$ cat config.mk
export PLATFORM = sky130hd
export DESIGN_NAME = xbar_seg_enforcer
export DESIGN_NICKNAME = d
export VERILOG_FILES = /design/src/rtl/xbar_seg_enforcer_pkg.sv /design/src/rtl/xbar_seg_enforcer_prio.sv /design/src/rtl/xbar_seg_enforcer.sv
export SDC_FILE = /design/constraint.sdc
export NUM_CORES = 1
export LEC_CHECK = 0
export ABC_AREA = 1
export CORE_ASPECT_RATIO = 0.9
export CORE_MARGIN = 1
export CORE_UTILIZATION = 40
export CTS_BUF_LIST = sky130_fd_sc_hd__clkbuf_4 sky130_fd_sc_hd__clkbuf_8
export DETAILED_ROUTE_END_ITERATION = 10
export PLACE_DENSITY_LB_ADDON = 0.2
export SLEW_MARGIN = 20
export SYNTH_ARGS = -nofsm -noshare
export SYNTH_HDL_FRONTEND = slang
export SYNTH_SLANG_ARGS = --single-unit
$ cat constraint.sdc
create_clock -name clk -period 3.4 [get_ports clk]
set_clock_uncertainty 0.1 [all_clocks]
set_input_delay 0.34 -clock clk [delete_from_list [all_inputs] [get_ports clk]]
set_output_delay 0.34 -clock clk [all_outputs]
set_load 0.02 [all_outputs]
$ cat src/rtl/xbar_seg_enforcer_pkg.sv
// Shared definitions for the segmented crossbar priority enforcer.
//   state_t / ST_*  : FSM encoding (legacy-compatible localparam constants)
//   clog2, max1     : elaboration-time helpers for derived widths
package xbar_seg_enforcer_pkg;

  typedef logic [0:0] state_t;

  localparam state_t ST_SCAN  = 1'b0;
  localparam state_t ST_GRANT = 1'b1;

  function automatic int clog2(input int v);
    int r;
    r = 0;
    for (int i = 0; i < 31; i++) begin
      if ((32'sd1 <<< i) < v) r = i + 1;
    end
    return r;
  endfunction

  function automatic int max1(input int v);
    return (v < 1) ? 1 : v;
  endfunction

endpackage

$ cat src/rtl/xbar_seg_enforcer_prio.sv
// Combinational lowest-set-bit picker for one segment.
//   vec_i    : candidate bits (already masked)
//   onehot_o : one-hot lowest set bit (0 when vec_i is empty)
//   idx_o    : bit position of the winner
//   any_o    : vec_i has at least one bit set
//   above_o  : ones strictly above the winner bit (0 when vec_i is empty)
module xbar_seg_prio
  import xbar_seg_enforcer_pkg::*;
#(
  parameter  int W  = 8,
  localparam int BW = max1(clog2(W))
) (
  input  logic [W-1:0]  vec_i,
  output logic [W-1:0]  onehot_o,
  output logic [BW-1:0] idx_o,
  output logic          any_o,
  output logic [W-1:0]  above_o
);

  always_comb begin
    onehot_o = '0;
    idx_o    = '0;
    any_o    = 1'b0;
    // Walk from the top down so the last hit is the lowest set bit.
    for (int i = W - 1; i >= 0; i--) begin
      if (vec_i[i]) begin
        onehot_o    = '0;
        onehot_o[i] = 1'b1;
        idx_o       = BW'(i);
        any_o       = 1'b1;
      end
    end
  end

  always_comb begin
    above_o = '0;
    for (int i = 0; i < W; i++) begin
      above_o[i] = any_o & (i > int'(idx_o));
    end
  end

endmodule

$ cat src/rtl/xbar_seg_enforcer.sv
// Segmented crossbar priority enforcer for one NoC output port.
// Scans NUM_REQ request lines SEG_W at a time, registers a one-hot winner
// and holds it under a valid/ack handshake. Round-robin within a segment
// via a strictly-above mask; revokes the grant if the winner withdraws.
//   clk, rst_n    : clock, asynchronous active-low reset
//   i_req         : level-sensitive request vector
//   i_ack         : winner consumed (looked at only while o_valid=1)
//   o_valid       : winner valid
//   o_winner      : one-hot winner within segment o_seg
//   o_seg         : segment index of the winner
//   o_winner_idx  : absolute index = o_seg*SEG_W + bit position
//
// state    | meaning
// ---------+--------------------------------------------------------------
// ST_SCAN  | examine segment seg_q under mask_q; grant or move on
// ST_GRANT | winner registered and held until ack or withdrawal
module xbar_seg_enforcer
  import xbar_seg_enforcer_pkg::*;
#(
  parameter  int NUM_REQ    = 22,
  parameter  int SEG_W      = 8,
  parameter  int SKIP_EMPTY = 0,
  localparam int NUM_SEG    = (NUM_REQ + SEG_W - 1) / SEG_W,
  localparam int SEG_BITS   = max1(clog2(NUM_SEG)),
  localparam int IDX_BITS   = max1(clog2(NUM_REQ))
) (
  input  logic                clk,
  input  logic                rst_n,
  input  logic [NUM_REQ-1:0]  i_req,
  input  logic                i_ack,
  output logic                o_valid,
  output logic [SEG_W-1:0]    o_winner,
  output logic [SEG_BITS-1:0] o_seg,
  output logic [IDX_BITS-1:0] o_winner_idx
);

  localparam int PAD_W    = NUM_SEG * SEG_W;
  localparam int BW       = max1(clog2(SEG_W));
  // Highest real bit position inside the (possibly partial) last segment.
  localparam int LAST_TOP = NUM_REQ - 1 - (NUM_SEG - 1) * SEG_W;

  state_t              state_q, state_d;
  logic [SEG_BITS-1:0] seg_q, seg_d;
  logic [SEG_W-1:0]    mask_q, mask_d;
  logic [SEG_W-1:0]    win_q, win_d;
  logic [SEG_BITS-1:0] oseg_q, oseg_d;
  logic [IDX_BITS-1:0] idx_q, idx_d;
  logic [BW-1:0]       bit_q, bit_d;
  logic [SEG_W-1:0]    above_q, above_d;

  // Zero-padding keeps bits above NUM_REQ permanently inactive.
  logic [PAD_W-1:0]   req_pad;
  logic [SEG_W-1:0]   seg_req_a [NUM_SEG];
  logic [NUM_SEG-1:0] seg_any;

  assign req_pad = PAD_W'(i_req);

  for (genvar s = 0; s < NUM_SEG; s++) begin : g_seg
    assign seg_req_a[s] = req_pad[s*SEG_W +: SEG_W];
    assign seg_any[s]   = |seg_req_a[s];
  end

  logic [SEG_W-1:0] seg_req;
  logic [SEG_W-1:0] masked;

  always_comb begin
    seg_req = '0;
    for (int s = 0; s < NUM_SEG; s++) begin
      if (seg_q == SEG_BITS'(s)) seg_req = seg_req_a[s];
    end
  end

  assign masked = seg_req & mask_q;

  logic [SEG_W-1:0] p_onehot;
  logic [BW-1:0]    p_idx;
  logic             p_any;
  logic [SEG_W-1:0] p_above;

  xbar_seg_prio #(.W(SEG_W)) u_prio (
    .vec_i    (masked),
    .onehot_o (p_onehot),
    .idx_o    (p_idx),
    .any_o    (p_any),
    .above_o  (p_above)
  );

  logic [SEG_BITS-1:0] seg_inc;
  logic [SEG_BITS-1:0] seg_skip;
  logic                skip_found;

  assign seg_inc = (seg_q == SEG_BITS'(NUM_SEG - 1)) ? '0 : seg_q + 1'b1;

  // First segment strictly after seg_q (cyclically) holding any request;
  // falls back to a single-step advance when no other segment is active.
  always_comb begin
    int c;
    seg_skip   = seg_inc;
    skip_found = 1'b0;
    for (int k = 1; k < NUM_SEG; k++) begin
      c = int'(seg_q) + k;
      if (c >= NUM_SEG) c = c - NUM_SEG;
      for (int s = 0; s < NUM_SEG; s++) begin
        if (!skip_found && (s == c) && seg_any[s]) begin
          seg_skip   = SEG_BITS'(s);
          skip_found = 1'b1;
        end
      end
    end
  end

  logic win_live;
  logic is_top;

  // During GRANT seg_q still points at the winner's segment.
  assign win_live = |(seg_req & win_q);
  assign is_top   = (oseg_q == SEG_BITS'(NUM_SEG - 1)) ? (bit_q == BW'(LAST_TOP))
                                                       : (bit_q == BW'(SEG_W - 1));

  always_comb begin
    state_d = state_q;
    seg_d   = seg_q;
    mask_d  = mask_q;
    win_d   = win_q;
    oseg_d  = oseg_q;
    idx_d   = idx_q;
    bit_d   = bit_q;
    above_d = above_q;
    if (state_q == ST_SCAN) begin
      if (p_any) begin
        state_d = ST_GRANT;
        win_d   = p_onehot;
        oseg_d  = seg_q;
        idx_d   = IDX_BITS'(int'(seg_q) * SEG_W + int'(p_idx));
        bit_d   = p_idx;
        above_d = p_above;
      end else begin
        seg_d  = (SKIP_EMPTY != 0) ? seg_skip : seg_inc;
        mask_d = '1;
      end
    end else begin
      // Ack wins over a simultaneous withdrawal.
      if (i_ack) begin
        state_d = ST_SCAN;
        if (is_top) begin
          mask_d = '1;
          seg_d  = seg_inc;
        end else begin
          mask_d = above_q;
        end
      end else if (!win_live) begin
        state_d = ST_SCAN;
      end
    end
  end

  always_ff @(posedge clk or negedge rst_n) begin
    if (!rst_n) begin
      state_q <= ST_SCAN;
      seg_q   <= '0;
      mask_q  <= '1;
      win_q   <= '0;
      oseg_q  <= '0;
      idx_q   <= '0;
      bit_q   <= '0;
      above_q <= '0;
    end else begin
      state_q <= state_d;
      seg_q   <= seg_d;
      mask_q  <= mask_d;
      win_q   <= win_d;
      oseg_q  <= oseg_d;
      idx_q   <= idx_d;
      bit_q   <= bit_d;
      above_q <= above_d;
    end
  end

  assign o_valid      = (state_q == ST_GRANT);
  assign o_winner     = win_q;
  assign o_seg        = oseg_q;
  assign o_winner_idx = idx_q;

endmodule

==> results.yml, run 1 <==
sta:
  worst_slew_margin_relative_to_its_limit_pct: 69.5
  setup_viol: 0
  hold_violations: 0
  maxSlewViolCount: 0
  finalCriticalPeriod_ns: 2.24
  max_clock_freq_mhz: 446
  post-route-period-util_pct: 65.9
  rsz0062_at_grt: "false"
  timing_worst_slew_pin_value_ns: 0.458
  post_route_setup_tns_ns: 0
global_route:
  grt_max_degree: 32
  grt_usage_pct: 20.3
  grt_pass1_wl_mm: 7.38
  globalRoute.totalOverflow: 0
  grt_pass1_vias: 1560
  grt_antenna_before_repair: 0
finish:
  area.growth.synth_to_final_pct: 28.2
  finish.net_count: 299
  postLayoutCoreUtil_pct: 54.8
  antennaDiodeCount: 0
  drive_above_1_share_pct: 17.1
  filler_cell_count: 409
  postLayoutCellArea_um2: 2290
  multi_input_area_um2: 841
  regArea_um2: 786
critical_path:
  endpoint_kind_of_the_worst_setup_timing_path: "flop"
  worst_path_depth: 11
  setup.reg_to_reg.worst_slack_ns: 1.16
  cp_top_family: "simple AND/OR/NAND/NOR gates"
  endpoint: "seg_q[1]$_DFFE_PN0P_"
  crit_arrival_ns: 2.32
  critical_r2r_capture: "seg_q[1]$_DFFE_PN0P_"
  critical_path.cell_chain: "inv_2 -> o21ai_0 -> nand2_1 -> nand3_2 -> nand2_4 -> nor2_4 -> nand2_2 -> nand2_4 -> nand3_1 -> nand2_1 -> nand2_1"
  cpMaxStageDelayCell: "sky130_fd_sc_hd__dfrtp_1"
  cp.required_ns: 3.48
  worst-setup-path-type: "reg2reg"
  worstRegToRegCells: 11
  critical_path.reg2reg.startpoint: "seg_q[0]$_DFFE_PN0P_"
  cp-startpoint: "seg_q[0]$_DFFE_PN0P_"
  timing.critical_path.from_type: "flop"
  path_buf_inv: 1
  cp_slowest_stage_delay_ns: 0.63
  most_repeated_library_cell_on_the_critical_path: "sky130_fd_sc_hd__nand2_1"
  crit_path_max_fanout: 25
power:
  static-leakage-power_nw: 1.12
  overall_power_consumption_mw: 2.35
  power_per_cell_area_nw_per_um2: 1030
  max-vdd-ir-drop_uv: 539
yosys:
  postSynthCellCount: 234
  ys_warn_count: 0
  yosys.area_share.simple_pct: 39.0
  synth.net_count: 259
  post_synthesis_cell_type_with_the_largest_combined_area: "sky130_fd_sc_hd__dfrtp_1"
  synth_mux_area_share_pct: 0
  share_of_synthesized_cell_area_in_full_adder_half_adder_and_majority_cells_pct: 0
  dominant_register_cell_in_the_synthesized_netlist: "sky130_fd_sc_hd__dfrtp_1"
  synth_async_sr_flop_share_pct: 100
  synth-compound-area-share_pct: 7.97
  synth_top_family_by_area: "simple AND/OR/NAND/NOR gates"
  synthTopCellsByArea: "sky130_fd_sc_hd__dfrtp_1 (32%), sky130_fd_sc_hd__nand2_1 (20%), sky130_fd_sc_hd__dfstp_2 (12%), sky130_fd_sc_hd__nand3_1 (5.3%), sky130_fd_sc_hd__o21ai_0 (4.8%)"
  postSynthAreaPerCell_um2: 7.65
  post_synth_instance_area_um2: 1790
  flip_flop_and_latch_count_after_synthesis: 31
  synthesized_area_fraction_occupied_by_xor_and_xnor_cells_pct: 0
  count_of_flip_flops_with_a_built_in_enable_after_synthesis: 0
  synth.distinct_cells: 24
  synth_seq_area_share_pct: 43.9
  yosys.cell_count.top_type: "sky130_fd_sc_hd__nand2_1"
  synth.top_cells.by_count: "sky130_fd_sc_hd__nand2_1 (95), sky130_fd_sc_hd__dfrtp_1 (23), sky130_fd_sc_hd__nand3_1 (19), sky130_fd_sc_hd__o21ai_0 (17), sky130_fd_sc_hd__inv_1 (16)"
  synth_top_cell_area_share_pct: 32.2
clock_network:
  cts-root-to-sink-buffers: 2
  htree_levels: 2
  cts.hold.buffers_added: 0
  cts_tree: "yes"
  clk_pin_slew_worst_setup_hold_paths_ns: 0.07
  clock_insertion_delay_worst_skew_ns: 0.28
  cts.repair_timing.setup_buffer_count: 0
  cts.root.buffer_cell: "sky130_fd_sc_hd__clkbuf_8"
  postCtsResizedCells: 0
  tritoncts.num_buffers: 5
  clock_sinks: 31
route:
  vias: 1633
  ant_nets: 0
  detail_route.first_pass.iterations: 4
  detail_route.vias_per_cell: 4.87
  wl_mm: 4.40
  route.detailed.wl_per_inst_um: 13.1
  drtIter0Drc: 94
  detail_route.drc_violations: 0
floorplan:
  die_w_um: 72.5
  chipHeight_um: 65.5
  number_of_cell_rows: 22
  core-area_um2: 4180
  pin_count: 41
  design.die.area_um2: 4750
  initial_core_util_pct: 42.8
min_path:
  hp-class: "in2async"
placed_design:
  placed_area_um2: 2190
  buffer_ports.inserted: 40
  dpl.hpwl_mm: 3.22
  place.gp.congestion: 0.920
run_status:
  run_status: "complete, no violations"
flow_run:
  cap_violations: 0
state kept, by name, indices dropped and copies added, names as in the netlist:
name          flops
above_q           7
o_winner          8
mask_q            8
o_valid           1
o_seg             2
seg_q             2
o_winner_idx      3
per-stage QoR:
step,cells,hold slack [ns],setup WS [ns]
2_1_floorplan,234,-0.0556,1.78
3_3_place_gp,327,0.350,1.17
3_5_place_dp,327,0.360,1.16
4_1_cts,335,0.369,1.16
5_1_grt,335,0.390,0.909
6_report,335,0.355,1.16
logic make-up (layout without fill, tap and decap cells):
kind of cell           Yosys count  in the layout
AOI/OAI and AO/OA               26             26
and+or+nand+nor                149            149
DFF                             31             31
buffers and inverters           28             69
power by group:
part           leakage (nW)  internal (mW)  switching, mW  total [mW]
clock                0.0549          0.193          0.131       0.323
combinational         0.688          0.454          0.846        1.30
sequential            0.375          0.581          0.148       0.729
total                  1.12           1.23           1.13        2.35
worst min-delay path by stage:
stage	cells after the start	endpoint	slack, ns
5_1_grt	2	mask_q[4]$_DFFE_PN1P_	0.39
4_1_cts	2	mask_q[6]$_DFFE_PN1P_	0.37
3_5_place_dp	2	mask_q[6]$_DFFE_PN1P_	0.36
3_3_place_gp	2	above_q[4]$_DFFE_PN0P_	0.35
6_report	2	seg_q[0]$_DFFE_PN0P_	0.36
2_1_floorplan	0	above_q[1]$_DFFE_PN0P_	-0.06
metal layers:
metal | vias up | global-route usage, % | wire, um | part of all wire (%)
met5 | - | 0 | 0 | 0
met4 | 0 | 5.64 | 42 | 0.95
met3 | 7 | 3.99 | 260 | 5.9
met2 | 47 | 31.0 | 1930 | 44
met1 | 759 | 29.2 | 2170 | 49
li1 | 820 | - | - | -
cell type report:
| type | instances | share of cell area [%] |
|---|---|---|
| Tap cell | 60 | 3.27 |
| Multi-Input combinational cell | 175 | 36.7 |
| Timing Repair Buffer | 41 | 17.8 |
| Sequential cell | 31 | 34.3 |
| Clock buffer | 8 | 4.53 |
| Inverter | 20 | 3.49 |
placed cells by master (no fill, tap or decap), drive strengths merged:
cell type	netlist	routed
a21oi	2	2
a31oi	1	1
buf	8	1
clkbuf	0	8
clkdlybuf4s50	0	40
dfrtp	23	23
dfstp	8	8
inv	20	20
nand2	107	107
nand3	24	24
nand4	2	2
nor2	12	12
nor3	1	1
o21ai	23	23
or2	3	3
No activity file was read; power rests on OpenSTA's default activity.
==> run 2, diff against run 1 <==
==> constraint.sdc (replaced) <==
create_clock -name clk -period 2.31 [get_ports clk]
set_clock_uncertainty 0.1 [all_clocks]
set_input_delay 0.231 -clock clk [delete_from_list [all_inputs] [get_ports clk]]
set_output_delay 0.231 -clock clk [all_outputs]
set_load 0.02 [all_outputs]
==> run 2 against run 1 <==
Global-route usage increased by 0.17 points. Non-clock buffer count increased by 1. Worst hold slack worse by 0.11 ns.
==> results.yml, run 2 (synthesis results as in run 1) <==
finish:
  finish.net_count: 300
  filler_cell_count: 410
  postLayoutCellArea_um2: 2320
  final_common_cell: "sky130_fd_sc_hd__nand2_1"
  area.growth.synth_to_final_pct: 29.5
  commonest_cells_after_routing_fill_and_taps_aside: "sky130_fd_sc_hd__nand2_1 (95), sky130_fd_sc_hd__clkdlybuf4s50_1 (40), sky130_fd_sc_hd__dfrtp_1 (21)"
  drive_above_1_share_pct: 18.1
  antennaDiodeCount: 0
  postLayoutCoreUtil_pct: 55.4
global_route:
  grt_usage_pct: 20.5
  grt_antenna_before_repair: 0
  globalRoute.totalOverflow: 0
  grt_pass1_vias: 1536
  grt_pass1_wl_mm: 7.21
  grt_max_degree: 32
run_status:
  run_status: "complete, no violations"
clock_network:
  clk_pin_slew_worst_setup_hold_paths_ns: 0.06
  htree_levels: 2
  cts-root-to-sink-buffers: 2
  cts.repair_timing.setup_buffer_count: 0
  cts_tree: "yes"
  cts.root.buffer_cell: "sky130_fd_sc_hd__clkbuf_8"
  clock_sinks: 31
  cts.hold.buffers_added: 0
  clock_insertion_delay_worst_skew_ns: 0.29
  tritoncts.num_buffers: 5
min_path:
  hp-class: "in2async"
floorplan:
  number_of_cell_rows: 22
  chipHeight_um: 65.5
  initial_core_util_pct: 42.8
  core-area_um2: 4180
  pin_count: 41
  design.die.area_um2: 4750
  die_w_um: 72.5
critical_path:
  timing.critical_path.from_type: "flop"
  crit_arrival_ns: 2.12
  endpoint_kind_of_the_worst_setup_timing_path: "flop"
  crit_path_max_fanout: 25
  cpMaxStageDelayCell: "sky130_fd_sc_hd__dfrtp_2"
  cp_top_family: "simple AND/OR/NAND/NOR gates"
  most_repeated_library_cell_on_the_critical_path: "sky130_fd_sc_hd__nand2_1"
  path_buf_inv: 0
  worst-setup-path-type: "reg2reg"
  cp_slowest_stage_delay_ns: 0.49
  cp.required_ns: 2.39
  critical_path.cell_chain: "nor2_4 -> nand2_1 -> nand3_1 -> nand2_2 -> nor2_2 -> nand2_2 -> nand2_4 -> nand3_1 -> nand2_1 -> nand2_1"
power:
  overall_power_consumption_mw: 3.52
  static-leakage-power_nw: 1.13
  max-vdd-ir-drop_uv: 602
  power_per_cell_area_nw_per_um2: 1520
route:
  vias: 1627
  detail_route.drc_violations: 0
  detail_route.first_pass.iterations: 4
  ant_nets: 0
  wl_mm: 4.28
  detail_route.vias_per_cell: 4.84
  drtIter0Drc: 70
  route.detailed.wl_per_inst_um: 12.8
sta:
  timing_worst_slew_pin_value_ns: 0.433
  maxSlewViolCount: 0
  worst_slew_margin_relative_to_its_limit_pct: 71.1
  crit_path_setup_slack_layout_ns: 0.268
  post-route-period-util_pct: 88.4
  setup_viol: 0
  rsz0062_at_grt: "false"
  post_route_setup_tns_ns: 0
  max_clock_freq_mhz: 490
  hold_violations: 0
  finalCriticalPeriod_ns: 2.04
placed_design:
  dpl.hpwl_mm: 3.20
  place.gp.congestion: 0.897
  buffer_ports.inserted: 40
  place_worst_setup_slack_ns: 0.127
  placed_area_um2: 2200
flow_run:
  cap_violations: 0
run 2: cell types whose count changed in the layout (fill, tap and decap cells not counted):
cell                        previous run  this run
sky130_fd_sc_hd__clkinv_2              0         1
sky130_fd_sc_hd__clkbuf_4              1         0
sky130_fd_sc_hd__dfrtp_2               0         2
sky130_fd_sc_hd__bufinv_16             0         1
sky130_fd_sc_hd__buf_4                 1         2
sky130_fd_sc_hd__clkbuf_8              7         6
sky130_fd_sc_hd__dfrtp_1              23        21
run 2: repair_timing:
action                     4_1_cts  5_1_grt
setup endpoints to repair        0        3
gates resized for setup          0        2
hold endpoints to repair         0        0
run 2: cell type report:
cell class	count	area, um2	area share, %
clock buffers	6	82.6	3.56
clock inverters	2	35.0	1.51
inverters	20	80.1	3.46
multi-input cells	175	841	36.3
flip-flops and latches	31	788	34.0
well taps	60	75.1	3.24
repair buffers	42	415	17.9
run 2: power by group:
part	leakage (nW)	total [mW]	internal [mW]	switching, mW
Clock	0.0612	0.554	0.349	0.205
Sequential	0.372	1.07	0.857	0.210
Combinational	0.693	1.90	0.681	1.22
run 2: per-layer routing:
metal	global-route usage [%]	vias up	routed length [um]
li1	-	820	-
met1	25.8	749	2000
met2	32.6	50	1980
met3	7.06	8	259
met4	7.11	0	49
met5	0	-	0
run 2: worst paths after layout:
| check | from | endpoint | slack (ns) | cells after the start |
|---|---|---|---|---|
| min in group clk | above_q[6]$_DFFE_PN0P_ | above_q[6]$_DFFE_PN0P_ | 0.37 | 2 |
| min | rst_n | seg_q[1]$_DFFE_PN0P_ | 0.24 | 2 |
| max reg2reg | seg_q[1]$_DFFE_PN0P_ | seg_q[0]$_DFFE_PN0P_ | 0.27 | 10 |
| max in group asynchronous | rst_n | mask_q[5]$_DFFE_PN1P_ | 1.55 | 2 |
| max | seg_q[1]$_DFFE_PN0P_ | seg_q[0]$_DFFE_PN0P_ | 0.27 | 10 |
| min reg2reg | above_q[6]$_DFFE_PN0P_ | above_q[6]$_DFFE_PN0P_ | 0.37 | 2 |
run 2: metrics by stage:
step	cells	hold WS [ns]
after detailed placement	328	0.356
after floorplan	234	-0.165
final	336	0.241
after global routing	336	0.290
after global placement	328	0.350
after CTS	336	0.253
==> run 3, diff against run 2 <==
--- a/config.mk
+++ b/config.mk
@@ -12,6 +12,7 @@
 export CTS_BUF_LIST = sky130_fd_sc_hd__clkbuf_4 sky130_fd_sc_hd__clkbuf_8
 export DETAILED_ROUTE_END_ITERATION = 10
 export PLACE_DENSITY_LB_ADDON = 0.2
+export SETUP_SLACK_MARGIN = 0.3
 export SLEW_MARGIN = 20
 export SYNTH_ARGS = -nofsm -noshare
 export SYNTH_HDL_FRONTEND = slang
==> run 3 against run 2 <==
Sequential cell count stayed put. Clock power hardly changed. First-iteration DRC count is 27% higher. Via count is 3.4% higher. Non-clock buffer count is 13 higher. Combinational power is 23% higher. Largest power group unchanged.
==> results.yml, run 3 (synthesis results as in run 1) <==
clock_network:
  cts.root.buffer_cell: "sky130_fd_sc_hd__clkbuf_8"
  clock_insertion_delay_worst_skew_ns: 0.29
  cts.hold.buffers_added: 0
  cts-root-to-sink-buffers: 2
  tritoncts.num_buffers: 5
  clock_sinks: 31
  clk_pin_slew_worst_setup_hold_paths_ns: 0.06
  htree_levels: 2
  cts_tree: "yes"
route:
  vias: 1682
  drtIter0Drc: 89
  wl_mm: 4.83
  ant_nets: 0
  detail_route.first_pass.iterations: 4
  route.detailed.wl_per_inst_um: 13.7
  detail_route.vias_per_cell: 4.79
  detail_route.drc_violations: 0
placed_design:
  place.gp.congestion: 0.897
  placed_area_um2: 2200
  buffer_ports.inserted: 40
  dpl.hpwl_mm: 3.20
finish:
  antennaDiodeCount: 0
  postLayoutCellArea_um2: 2540
  final_common_cell: "sky130_fd_sc_hd__nand2_1"
  regArea_um2: 788
  area.growth.synth_to_final_pct: 42.0
  finish.net_count: 315
  filler_cell_count: 379
  postLayoutCoreUtil_pct: 60.7
  drive_above_1_share_pct: 27.5
  commonest_cells_after_routing_fill_and_taps_aside: "sky130_fd_sc_hd__nand2_1 (86), sky130_fd_sc_hd__clkdlybuf4s50_1 (40), sky130_fd_sc_hd__dfrtp_1 (21)"
  multi_input_area_um2: 953
global_route:
  grt_max_degree: 32
  grt_pass1_vias: 1528
  grt_antenna_before_repair: 0
  grt_pass1_wl_mm: 7.26
  globalRoute.totalOverflow: 0
  grt_usage_pct: 20.6
sta:
  hold_violations: 0
  max_clock_freq_mhz: 491
  timing.hold.ws_ns: 0.246
  timing_worst_slew_pin_value_ns: 0.489
  rsz0062_at_grt: "true"
  finalCriticalPeriod_ns: 2.04
  post_route_setup_tns_ns: 0
  worst_slew_margin_relative_to_its_limit_pct: 67.4
  setup_viol: 0
  maxSlewViolCount: 0
  post-route-period-util_pct: 88.2
floorplan:
  number_of_cell_rows: 22
  initial_core_util_pct: 42.8
  pin_count: 41
  design.die.area_um2: 4750
  core-area_um2: 4180
  die_w_um: 72.5
  chipHeight_um: 65.5
critical_path:
  crit_arrival_ns: 2.16
  cp.required_ns: 2.43
  crit_path_max_fanout: 8
  path_buf_inv: 2
  setup.reg_to_reg.worst_slack_ns: 0.27
  critical_path.reg2reg.startpoint: "seg_q[1]$_DFFE_PN0P_"
  timing.critical_path.from_type: "flop"
  cp_slowest_stage_delay_ns: 0.46
  worst-setup-path-type: "reg2reg"
  cp_top_family: "simple AND/OR/NAND/NOR gates"
  most_repeated_library_cell_on_the_critical_path: "sky130_fd_sc_hd__nand2_1"
  critical_r2r_capture: "mask_q[5]$_DFFE_PN1P_"
  cpMaxStageDelayCell: "sky130_fd_sc_hd__dfrtp_2"
  worstRegToRegCells: 11
  endpoint_kind_of_the_worst_setup_timing_path: "flop"
  critical_path.cell_chain: "buf_4 -> o21ai_1 -> nand2_1 -> nand3_2 -> nand2_2 -> nor2_4 -> nand3_2 -> nand2_4 -> clkinvlp_4 -> nand2_1 -> nand2_1"
flow_run:
  cap_violations: 0
power:
  overall_power_consumption_mw: 3.97
  max-vdd-ir-drop_uv: 644
  power_per_cell_area_nw_per_um2: 1560
  static-leakage-power_nw: 1.22
run_status:
  run_status: "complete, no violations"
min_path:
  hp-class: "in2async"
[run 3: cell types whose count changed in the layout (fill, tap and decap cells not counted), moves of 2 or more]
cell                      before  now
sky130_fd_sc_hd__o21ai_0      17   13
sky130_fd_sc_hd__nand2_1      95   86
sky130_fd_sc_hd__nand3_1      19   17
sky130_fd_sc_hd__buf_4         2   13
sky130_fd_sc_hd__nand2_2       9   16
sky130_fd_sc_hd__o21ai_2       3    5
sky130_fd_sc_hd__nand2_4       3    6
sky130_fd_sc_hd__nand3_4       0    2
[run 3: layout make-up]
class / instances / share of cell area, %
Sequential cell: 31 / 31.0
Inverter: 20 / 3.30
Clock inverter: 2 / 1.38
Clock buffer: 6 / 3.25
Tap cell: 60 / 2.95
Multi-Input combinational cell: 177 / 37.5
Timing Repair Buffer: 55 / 20.6
[run 3: routing by layer]
metal	part of all wire [%]	vias to the layer above	global-route usage, %
met5	0	-	0
met4	0.91	0	5.88
met3	4.2	7	6.29
met2	48	38	33.4
met1	47	781	26.4
li1	-	856	-
[run 3: what timing repair did]
item	4_1_cts	5_1_grt
endpoints found under the setup margin	19	23
buffers inserted	1	12
cloned	0	2
gates resized for setup	3	30
pin swaps	0	13
[run 3: metrics by stage]
step	instances	setup WS [ns]
2_1_floorplan	234	0.691
3_3_place_gp	328	0.167
3_5_place_dp	328	0.127
4_1_cts	337	0.343
5_1_grt	351	0.163
6_report	351	0.272
[run 3: how the worst max path moves through the flow]
stage	from	end	slack, ns	cells past startpoint
2_1_floorplan	seg_q[1]$_DFFE_PN0P_	seg_q[0]$_DFFE_PN0P_	0.69	11
3_3_place_gp	seg_q[0]$_DFFE_PN0P_	seg_q[0]$_DFFE_PN0P_	0.17	11
3_5_place_dp	seg_q[0]$_DFFE_PN0P_	seg_q[0]$_DFFE_PN0P_	0.13	11
4_1_cts	seg_q[0]$_DFFE_PN0P_	o_winner[1]$_DFFE_PN0P_	0.34	11
5_1_grt	seg_q[1]$_DFFE_PN0P_	mask_q[5]$_DFFE_PN1P_	0.16	12
6_report	seg_q[1]$_DFFE_PN0P_	mask_q[5]$_DFFE_PN1P_	0.27	11
[run 3: power by group]
group          total, mW  leakage [nW]  internal [mW]  switching [mW]
registers           1.07         0.372          0.859           0.215
logic               2.34         0.783          0.895            1.44
clock network      0.555        0.0612          0.349           0.207
total               3.97          1.22           2.10            1.87
